`config.mk`:
```
export PLATFORM = sky130hd
export DESIGN_NAME = buffer_write_arbiter
export DESIGN_NICKNAME = d
export VERILOG_FILES = /design/src/rtl/buf_arb_pkg.sv /design/src/rtl/buf_arb_grant.sv /design/src/rtl/buffer_write_arbiter.sv
export SDC_FILE = /design/constraint.sdc
export NUM_CORES = 1
export LEC_CHECK = 0
export CAP_MARGIN = 30
export CORE_ASPECT_RATIO = 1.5
export CORE_MARGIN = 10
export CORE_UTILIZATION = 39
export DETAILED_ROUTE_END_ITERATION = 6
export GPL_TIMING_DRIVEN = 0
export PLACE_DENSITY = 0.85
export SLEW_MARGIN = 40
export SYNTH_ARGS = -nofsm -noshare
export SYNTH_HDL_FRONTEND = slang
export SYNTH_HIERARCHICAL = 1
export SYNTH_SLANG_ARGS = --single-unit
```
`constraint.sdc`:
```
create_clock -name clk -period 2.38 [get_ports clk]
set_input_delay 0.476 -clock clk [delete_from_list [all_inputs] [get_ports clk]]
set_output_delay 0.476 -clock clk [all_outputs]
set_load 0.005 [all_outputs]
```
`src/rtl/buf_arb_pkg.sv`:
```
// rtl/buf_arb_pkg.sv - shared types and default constants for the frame-buffer write arbiter
package buf_arb_pkg;

    localparam int          IMA_SIZE_DEF    = 19200;
    localparam logic [11:0] CLEAR_COLOR_DEF = 12'h000;

    typedef enum logic {
        ST_IDLE,
        ST_CLEAR
    } state_t;

    typedef enum logic [1:0] {
        GNT_NONE,
        GNT_CAM,
        GNT_CPU
    } grant_t;

endpackage

```
`src/rtl/buf_arb_grant.sv`:
```
// rtl/buf_arb_grant.sv - camera/cpu grant selection; BUF_ARB_RR_EN selects round-robin over fixed priority
module buf_arb_grant
    import buf_arb_pkg::*;
(
    input  logic   clk,
    input  logic   reset,
    input  logic   arb_en,
    input  logic   cam_valid,
    input  logic   cpu_req,
    output grant_t grant
);

`ifdef BUF_ARB_RR_EN
    logic rr_cpu_q, rr_cpu_d;

    // Pointer only decides ties; a lone requester is always served.
    always_comb begin
        grant    = GNT_NONE;
        rr_cpu_d = rr_cpu_q;
        if (arb_en) begin
            if (cam_valid && (!cpu_req || !rr_cpu_q)) begin
                grant = GNT_CAM;
            end else if (cpu_req) begin
                grant = GNT_CPU;
            end
        end
        if (grant == GNT_CAM) begin
            rr_cpu_d = 1'b1;
        end else if (grant == GNT_CPU) begin
            rr_cpu_d = 1'b0;
        end
    end

    always_ff @(posedge clk) begin
        if (reset) begin
            rr_cpu_q <= 1'b0;
        end else begin
            rr_cpu_q <= rr_cpu_d;
        end
    end
`else
    logic unused_clk_rst;
    assign unused_clk_rst = clk ^ reset;

    always_comb begin
        grant = GNT_NONE;
        if (arb_en) begin
            if (cam_valid) begin
                grant = GNT_CAM;
            end else if (cpu_req) begin
                grant = GNT_CPU;
            end
        end
    end
`endif

endmodule

```
`src/rtl/buffer_write_arbiter.sv`:
```
// rtl/buffer_write_arbiter.sv - frame-buffer write port owner: camera/cpu arbitration, clear engine, black-pixel guard (BUF_ARB_RR_EN in buf_arb_grant)
module buffer_write_arbiter
    import buf_arb_pkg::*;
#(
    parameter int             AW          = 15,
    parameter int             DW          = 12,
    parameter int             IMA_SIZE    = IMA_SIZE_DEF,
    parameter logic [DW-1:0]  CLEAR_COLOR = DW'(CLEAR_COLOR_DEF)
) (
    input  logic          clk,
    input  logic          reset,
    input  logic          cam_valid,
    input  logic [AW-1:0] cam_addr,
    input  logic [DW-1:0] cam_data,
    output logic          cam_ready,
    input  logic          cpu_req,
    input  logic [AW-1:0] cpu_addr,
    input  logic [DW-1:0] cpu_data,
    output logic          cpu_ack,
    input  logic          clear_start,
    output logic          clear_busy,
    output logic          clear_done,
    output logic [AW-1:0] wr_addr,
    output logic [DW-1:0] wr_data,
    output logic          wr_en
);

    localparam logic [AW-1:0] LIMIT     = AW'(IMA_SIZE);
    localparam logic [AW-1:0] LAST_ADDR = AW'(IMA_SIZE - 1);

    state_t        state_q, state_d;
    logic [AW-1:0] cnt_q, cnt_d;
    logic          wr_en_q, wr_en_d;
    logic [AW-1:0] wr_addr_q, wr_addr_d;
    logic [DW-1:0] wr_data_q, wr_data_d;
    logic          done_q, done_d;
    logic          arb_en;
    grant_t        grant;

    // A clear request pre-empts arbitration in the very cycle it arrives.
    assign arb_en = (state_q == ST_IDLE) && !clear_start;

    buf_arb_grant u_grant (
        .clk       (clk),
        .reset     (reset),
        .arb_en    (arb_en),
        .cam_valid (cam_valid),
        .cpu_req   (cpu_req),
        .grant     (grant)
    );

    assign cam_ready  = (grant == GNT_CAM);
    assign cpu_ack    = (grant == GNT_CPU);
    assign clear_busy = (state_q == ST_CLEAR) || clear_start;
    assign clear_done = done_q;
    assign wr_en      = wr_en_q;
    assign wr_addr    = wr_addr_q;
    assign wr_data    = wr_data_q;

    always_comb begin
        state_d   = state_q;
        cnt_d     = cnt_q;
        wr_en_d   = 1'b0;
        wr_addr_d = wr_addr_q;
        wr_data_d = wr_data_q;
        done_d    = 1'b0;
        case (state_q)
            ST_IDLE: begin
                if (clear_start) begin
                    state_d = ST_CLEAR;
                    cnt_d   = '0;
                end else if (grant == GNT_CAM) begin
                    wr_addr_d = cam_addr;
                    wr_data_d = cam_data;
                    wr_en_d   = (cam_addr < LIMIT);
                end else if (grant == GNT_CPU) begin
                    wr_addr_d = cpu_addr;
                    wr_data_d = cpu_data;
                    wr_en_d   = (cpu_addr < LIMIT);
                end
            end
            ST_CLEAR: begin
                wr_en_d   = 1'b1;
                wr_addr_d = cnt_q;
                wr_data_d = CLEAR_COLOR;
                if (cnt_q == LAST_ADDR) begin
                    state_d = ST_IDLE;
                    cnt_d   = '0;
                    done_d  = 1'b1;
                end else begin
                    cnt_d = cnt_q + AW'(1);
                end
            end
            default: state_d = ST_IDLE;
        endcase
    end

    always_ff @(posedge clk) begin
        if (reset) begin
            state_q   <= ST_IDLE;
            cnt_q     <= '0;
            wr_en_q   <= 1'b0;
            wr_addr_q <= '0;
            wr_data_q <= '0;
            done_q    <= 1'b0;
        end else begin
            state_q   <= state_d;
            cnt_q     <= cnt_d;
            wr_en_q   <= wr_en_d;
            wr_addr_q <= wr_addr_d;
            wr_data_q <= wr_data_d;
            done_q    <= done_d;
        end
    end

endmodule

```
==> flow_summary.ini, run 1 <==
[detailed_routing]
postRouteAntennaNets = 0
wl_per_cell_um = 18.1
vias_per_cell = 5.71
drt_iter0_drc = 261
via_count = 2410
drt-pass1-iter-count = 7
drc = 4
wirelength_um = 7660

[final_layout]
final_util_pct = 61.9
fillers = 489
drive_above_1_share_pct = 16.5
area_delta_synth_final_pct = 52.7
num_antenna_cells = 0
nets = 413

[run_status]
violations = design-rule violations
status = finished with violations

[flow_run]
maxCapViolations = 0

[timing]
setup_violations = 0
fmax_mhz = 433
finClkSkew_ns = 0.0142
tns_ns = 0
min_period_over_period_pct = 97.0
drv_slew = 0
timing.slew.headroom_pct = 61.6
tightest_slew_ns = 0.572
fin_crit_ns = 2.31
rsz0062_at_grt = false
hold_viol = 0

[global_routing]
antenna_found_initial = 0
grtUsageTotal_pct = 15.5
grt_pass1_wl_um = 11400
grt_overflow = 0
grt_pass1_vias = 2376
grt_max_degree = 14

[synth]
synth_seq_cells = 45
synth-main-ff-cell = dfxtp_1
ys_warn_count = 6
yosys-top-cells-area = dfxtp_1 40%, mux2_2 12%, nor2_1 6.0%
yosysUniqueCellTypes = 43
synth_top_area_share_pct = 40.2
netlist_area_sq_um = 2240
synthCells = 252
synth_area_leader_cell = dfxtp_1
syn_avg_cell_area_sq_um = 8.90
synthArstFlopShare_pct = 0
synth_edf_count = 0
ys_seq_area_share_pct = 40.2
synth_nets = 314

[placement]
gp_congestion = 0.877
port_buffers = 90
hpwl_um = 5900

[floorplan]
die_h_um = 113
rows = 33
start_util_pct = 40.5
pin_count = 91
core-area_sq_um = 5530
die_area_sq_um = 9250
die_w_um = 81.9

[pwr]
power_frac_comb_pct = 19.6
power.density_nw_per_um2 = 501
p_clk_share_pct = 34.7
p_int_mw = 1.31
seq_power_share_pct = 45.7
ir_drop_mv = 0.425
power.switching_fraction_pct = 23.6
p_leak_nw = 1.21
p_switching_mw = 0.406
power_mw = 1.72

[worst_setup_path]
cp.arrival_ns = 1.83
worstPathCellList = buf_4, or2_4, inv_4, and2_2, inv_1, ha_4, dlygate4sd2_1
setup.worst_path.start_class = register
slowest_stage = dfxtp_1
critPathRequiredTime_ns = 1.90
r2r_start = state_q$_SDFF_PP0_
crit_type = reg -> out
crit_family = buffers and inverters
slowest_delay_ns = 0.31
worst_r2r_path_depth = 10
r2r_slack_ns = 0.10
critPathCaptureType = primary output
cp.buffers_inverters = 4
timing.rr.end = wr_addr[2]$_SDFFE_PP0P_
cp_max_fo = 10

[cts]
clk_pin_slew_worst_paths_ns = 0.09
cts_tree = built
cts_num_sinks = 45
cts_root_buf = clkbuf_8
insertion_delay_ns = 0.30
cts_buffer_depth = 2
cts-htree-levels = 2
numCtsBuffers = 5

[worst_hold_path]
min_from = wr_data[0]$_SDFFE_PP0P_
min_path_cells = 2
hold_path.class = reg -> reg
hold_end = wr_data[0]$_SDFFE_PP0P_
[final cells by class]
class	instances	area, sq um	area share [%]
Buffer	16	96.3	2.81
Clock buffer	7	86.3	2.52
Clock inverter	1	30.0	0.877
Inverter	9	36.3	1.06
Multi-Input combinational cell	181	1280	37.3
Sequential cell	45	901	26.3
Tap cell	70	87.6	2.56
Timing Repair Buffer	93	912	26.6
[synth_stat cells, types with 2 or more instances]
master,instances
a21oi_1,18
a222oi_1,12
a22o_1,2
a22oi_1,13
a311oi_1,2
a31oi_1,5
buf_2,6
clkbuf_1,10
dfxtp_1,45
ha_1,3
inv_1,9
mux2_2,24
mux2i_1,4
nand2_1,11
nand3_1,5
nand3b_1,2
nand4_1,2
nor2_1,36
nor2b_1,4
nor3_1,3
o21ai_0,8
o21ai_1,4
o31ai_1,2
or3_1,2
xnor2_1,2
[cell families (layout without fill, tap and decap cells)]
family | Yosys count | in the layout | synth area share, %
buffers and inverters | 26 | 126 | 4.68
adders and majority gates | 3 | 3 | 1.67
AOI/OAI and AO/OA | 71 | 71 | 21.9
DFF | 45 | 45 | 40.2
and+or+nand+nor | 77 | 77 | 17.0
xor gates and xnor gates | 2 | 2 | 0.781
muxes | 28 | 28 | 13.8
[worst reg2reg max path, cell delays in order (launching register included)]
cell and delay, ns:
dfxtp_1 0.31, buf_4 0.16, or2_4 0.27, inv_4 0.10, and3b_2 0.23, inv_1 0.07
ha_4 0.18, buf_4 0.17, mux2_2 0.28, a222oi_1 0.30, nor2_1 0.07
[power groups by stage]
stage	Sequential, mW	Clock [mW]	Combinational [mW]
final	0.784	0.595	0.337
after global routing	0.786	0.627	0.362
after detailed placement	0.801	0	0.317
after floorplan	0.801	0	0.136
after global placement	0.800	0	0.311
after CTS	0.784	0.594	0.320
[what timing repair did]
action,CTS,global route
pin swaps,0,4
resized for setup,9,23
buffers inserted,0,2
gates cloned,0,1
endpoints found under the setup margin,31,26
hold buffers,0,0
[cells in the final DEF (no fill, tap or decap), types with 4 or more instances in the layout]
cell type,instances
inv_1,8
nand2_1,11
nor2_1,34
nor2b_1,4
a21oi_1,18
mux2i_1,4
buf_2,5
clkbuf_1,7
nand3_1,5
mux2_2,24
clkdlybuf4s50_1,87
a222oi_1,12
a22oi_1,13
clkbuf_8,6
buf_4,4
dfxtp_1,45
o21ai_0,8
o21ai_1,4
a31oi_1,5
[flip-flops by register name, indices dropped and copies added (netlist names)]
| register | cells |
|---|---|
| clear_done | 1 |
| wr_data | 12 |
| state_q | 1 |
| cnt_q | 15 |
| wr_en | 1 |
| wr_addr | 15 |
[metal layers]
layer  global-route usage [%]  wire (um)  up-vias
met3                     4.68        591       13
li1                         -          -     1131
met1                     15.7       2730     1158
met4                     4.90        147        0
met2                     28.9       4190      108
met5                        0          0        -
[worst max-delay path by stage]
stage / slack, ns / depth (start not counted) / from / to
after floorplan: 0.02 / 9 / clear_start / wr_addr[10]$_SDFFE_PP0P_
after global placement: -0.92 / 11 / clear_start / wr_data[0]$_SDFFE_PP0P_
after detailed placement: -0.95 / 12 / clear_start / wr_data[0]$_SDFFE_PP0P_
after CTS: -0.007 / 11 / state_q$_SDFF_PP0_ / wr_data[5]$_SDFFE_PP0P_
after global routing: 0.009 / 7 / state_q$_SDFF_PP0_ / cpu_ack
final: 0.07 / 7 / state_q$_SDFF_PP0_ / cpu_ack
[per-stage QoR]
step                      hold WS, ns  setup slack, ns  instance area, sq um  cells
after floorplan                 0.455           0.0156                  2250    252
after global placement          0.482           -0.916                  3240    412
after detailed placement        0.489           -0.949                  3240    412
after CTS                       0.509         -0.00731                  3360    419
after global routing            0.520          0.00927                  3430    422
final                           0.514           0.0709                  3430    422
Note: power is estimated with default switching activity, not from simulation.
==> run 2: changes to the inputs <==
CORE_ASPECT_RATIO = unset   (was 1.5)
CORE_MARGIN = 2   (was 10)
==> run 2 against run 1 <==
The flow still finishes with violations (design-rule violations). Total power decreased by 5.2%. Combinational power decreased by 4%. Highest routed layer unchanged. Clock skew down 0.0070 ns. Critical endpoint is now cam_ready.
==> flow_summary.ini, run 2 (synthesis gave the netlist of run 1 again) <==
[cts]
ctsHoldBuffers = 0
cts_buffer_depth = 2
cts_tree = built
cts_num_sinks = 45
insertion_delay_ns = 0.31
cts-htree-levels = 2
numCtsBuffers = 5
clk_pin_slew_worst_paths_ns = 0.09
cts_root_buf = clkbuf_8

[floorplan]
die_area_sq_um = 6380
die_w_um = 79.8
die_h_um = 79.8
rows = 27
core-area_sq_um = 5540
start_util_pct = 40.5
pin_count = 91

[final_layout]
nets = 411
multi_input_area_sq_um = 1260
drive_above_1_share_pct = 15.7
num_antenna_cells = 0
final_common_cell = clkdlybuf4s50_1
most-common-layout-cells = 87 x clkdlybuf4s50_1, 45 x dfxtp_1, 34 x nor2_1, 24 x mux2_2, 18 x a21oi_1
register_area_sq_um = 901
area_delta_synth_final_pct = 50.5
instances_no_fill = 422
fillers = 485

[global_routing]
grtUsageTotal_pct = 22.3
grt_pass1_wl_um = 11200
grt_max_degree = 15
grt_pass1_vias = 2399
antenna_found_initial = 0
grt_overflow = 0

[placement]
hpwl_um = 5000
port_buffers = 90
gp_congestion = 0.878
place_inst = 414

[detailed_routing]
drt_iter0_drc = 243
drc = 2
via_count = 2375
wl_per_cell_um = 16.5
vias_per_cell = 5.63
wirelength_um = 6970
postRouteAntennaNets = 0
drt-pass1-iter-count = 7

[worst_setup_path]
crit_type = reg -> out
setup.worst_path.start_class = register
cp_max_fo = 10
cp.arrival_ns = 1.83
critPathCaptureType = primary output
cp-startpoint = state_q$_SDFF_PP0_
r2r_start = state_q$_SDFF_PP0_
critPathRequiredTime_ns = 1.90

[timing]
min_period_over_period_pct = 96.8
drv_slew = 0
tns_ns = 0
fin_crit_ns = 2.30
hold_viol = 0
setup_violations = 0
timing.slew.headroom_pct = 57.6
tightest_slew_ns = 0.631
fmax_mhz = 434
finClkSkew_ns = 0.00715

[flow_run]
maxCapViolations = 0

[pwr]
power.density_nw_per_um2 = 482
ir_drop_mv = 0.284
p_leak_nw = 1.19

[worst_hold_path]
min_from = wr_addr[2]$_SDFFE_PP0P_
hold_path.class = reg -> reg

[run_status]
status = finished with violations
violations = design-rule violations
-- run 2: changes by cell type in the layout (fill, tap and decap cells not counted), sizes merged --
cell | before | now
clkbuf | 16 | 14
buf | 12 | 10
bufinv | 1 | 0
clkinv | 0 | 2
dlygate4sd2 | 1 | 2
-- run 2: per-stage QoR --
stage	area, sq um	power, mW	hold slack (ns)	utilization (%)	setup slack, ns
floorplan	2250	0.937	0.455	-	0.0156
global placement	3240	1.11	0.482	58.5	-0.919
detailed placement	3240	1.11	0.489	58.5	-1.04
CTS	3350	1.62	0.514	60.4	0.00885
global route	3380	1.68	0.537	61.0	-0.000794
finish	3380	1.63	0.514	61.0	0.0757
-- run 2: critical path: stages, from the launching register on --
cell	delay, ns
dfxtp_1	0.30
buf_2	0.17
or2_4	0.26
inv_4	0.09
and3b_1	0.19
inv_1	0.05
ha_2	0.19
dlygate4sd2_1	0.27
-- run 2: per-layer routing --
| layer | wire [um] | part of all wire [%] | vias up | global-route usage (%) |
|---|---|---|---|---|
| li1 | - | - | 1128 | - |
| met1 | 2840 | 41 | 1106 | 27.7 |
| met2 | 3440 | 49 | 130 | 36.6 |
| met3 | 585 | 8.4 | 11 | 6.45 |
| met4 | 108 | 1.5 | 0 | 7.97 |
| met5 | 0 | 0 | - | 0 |
-- run 2: what timing repair did --
item / in CTS / in global routing
gates resized for setup: 11 / 14
setup buffers: 0 / 1
pin swaps: 0 / 2
endpoints found under the setup margin: 31 / 26
-- run 2: cell type report --
cell class,count,share of cell area [%]
Inverter,9,1.07
Clock inverter,2,0.408
Multi-Input combinational cell,181,37.3
Buffer,16,2.74
Sequential cell,45,26.7
Timing Repair Buffer,91,26.7
Tap cell,72,2.67
Clock buffer,6,2.45
-- run 2: where the power goes --
part / internal (mW) / leakage, nW / switching (mW) / total (mW)
sequential: 0.772 / 0.365 / 0.0117 / 0.784
combinational: 0.192 / 0.772 / 0.132 / 0.324
clock: 0.236 / 0.0512 / 0.283 / 0.519
total: 1.20 / 1.19 / 0.427 / 1.63
-- run 2: worst paths after layout --
| path | depth (start not counted) | slack (ns) | end |
|---|---|---|---|
| setup / recovery | 7 | 0.08 | cam_ready |
| hold / removal | 2 | 0.51 | wr_addr[2]$_SDFFE_PP0P_ |
| setup reg to reg | 9 | 0.12 | wr_addr[12]$_SDFFE_PP0P_ |
| hold reg to reg | 2 | 0.51 | wr_addr[2]$_SDFFE_PP0P_ |
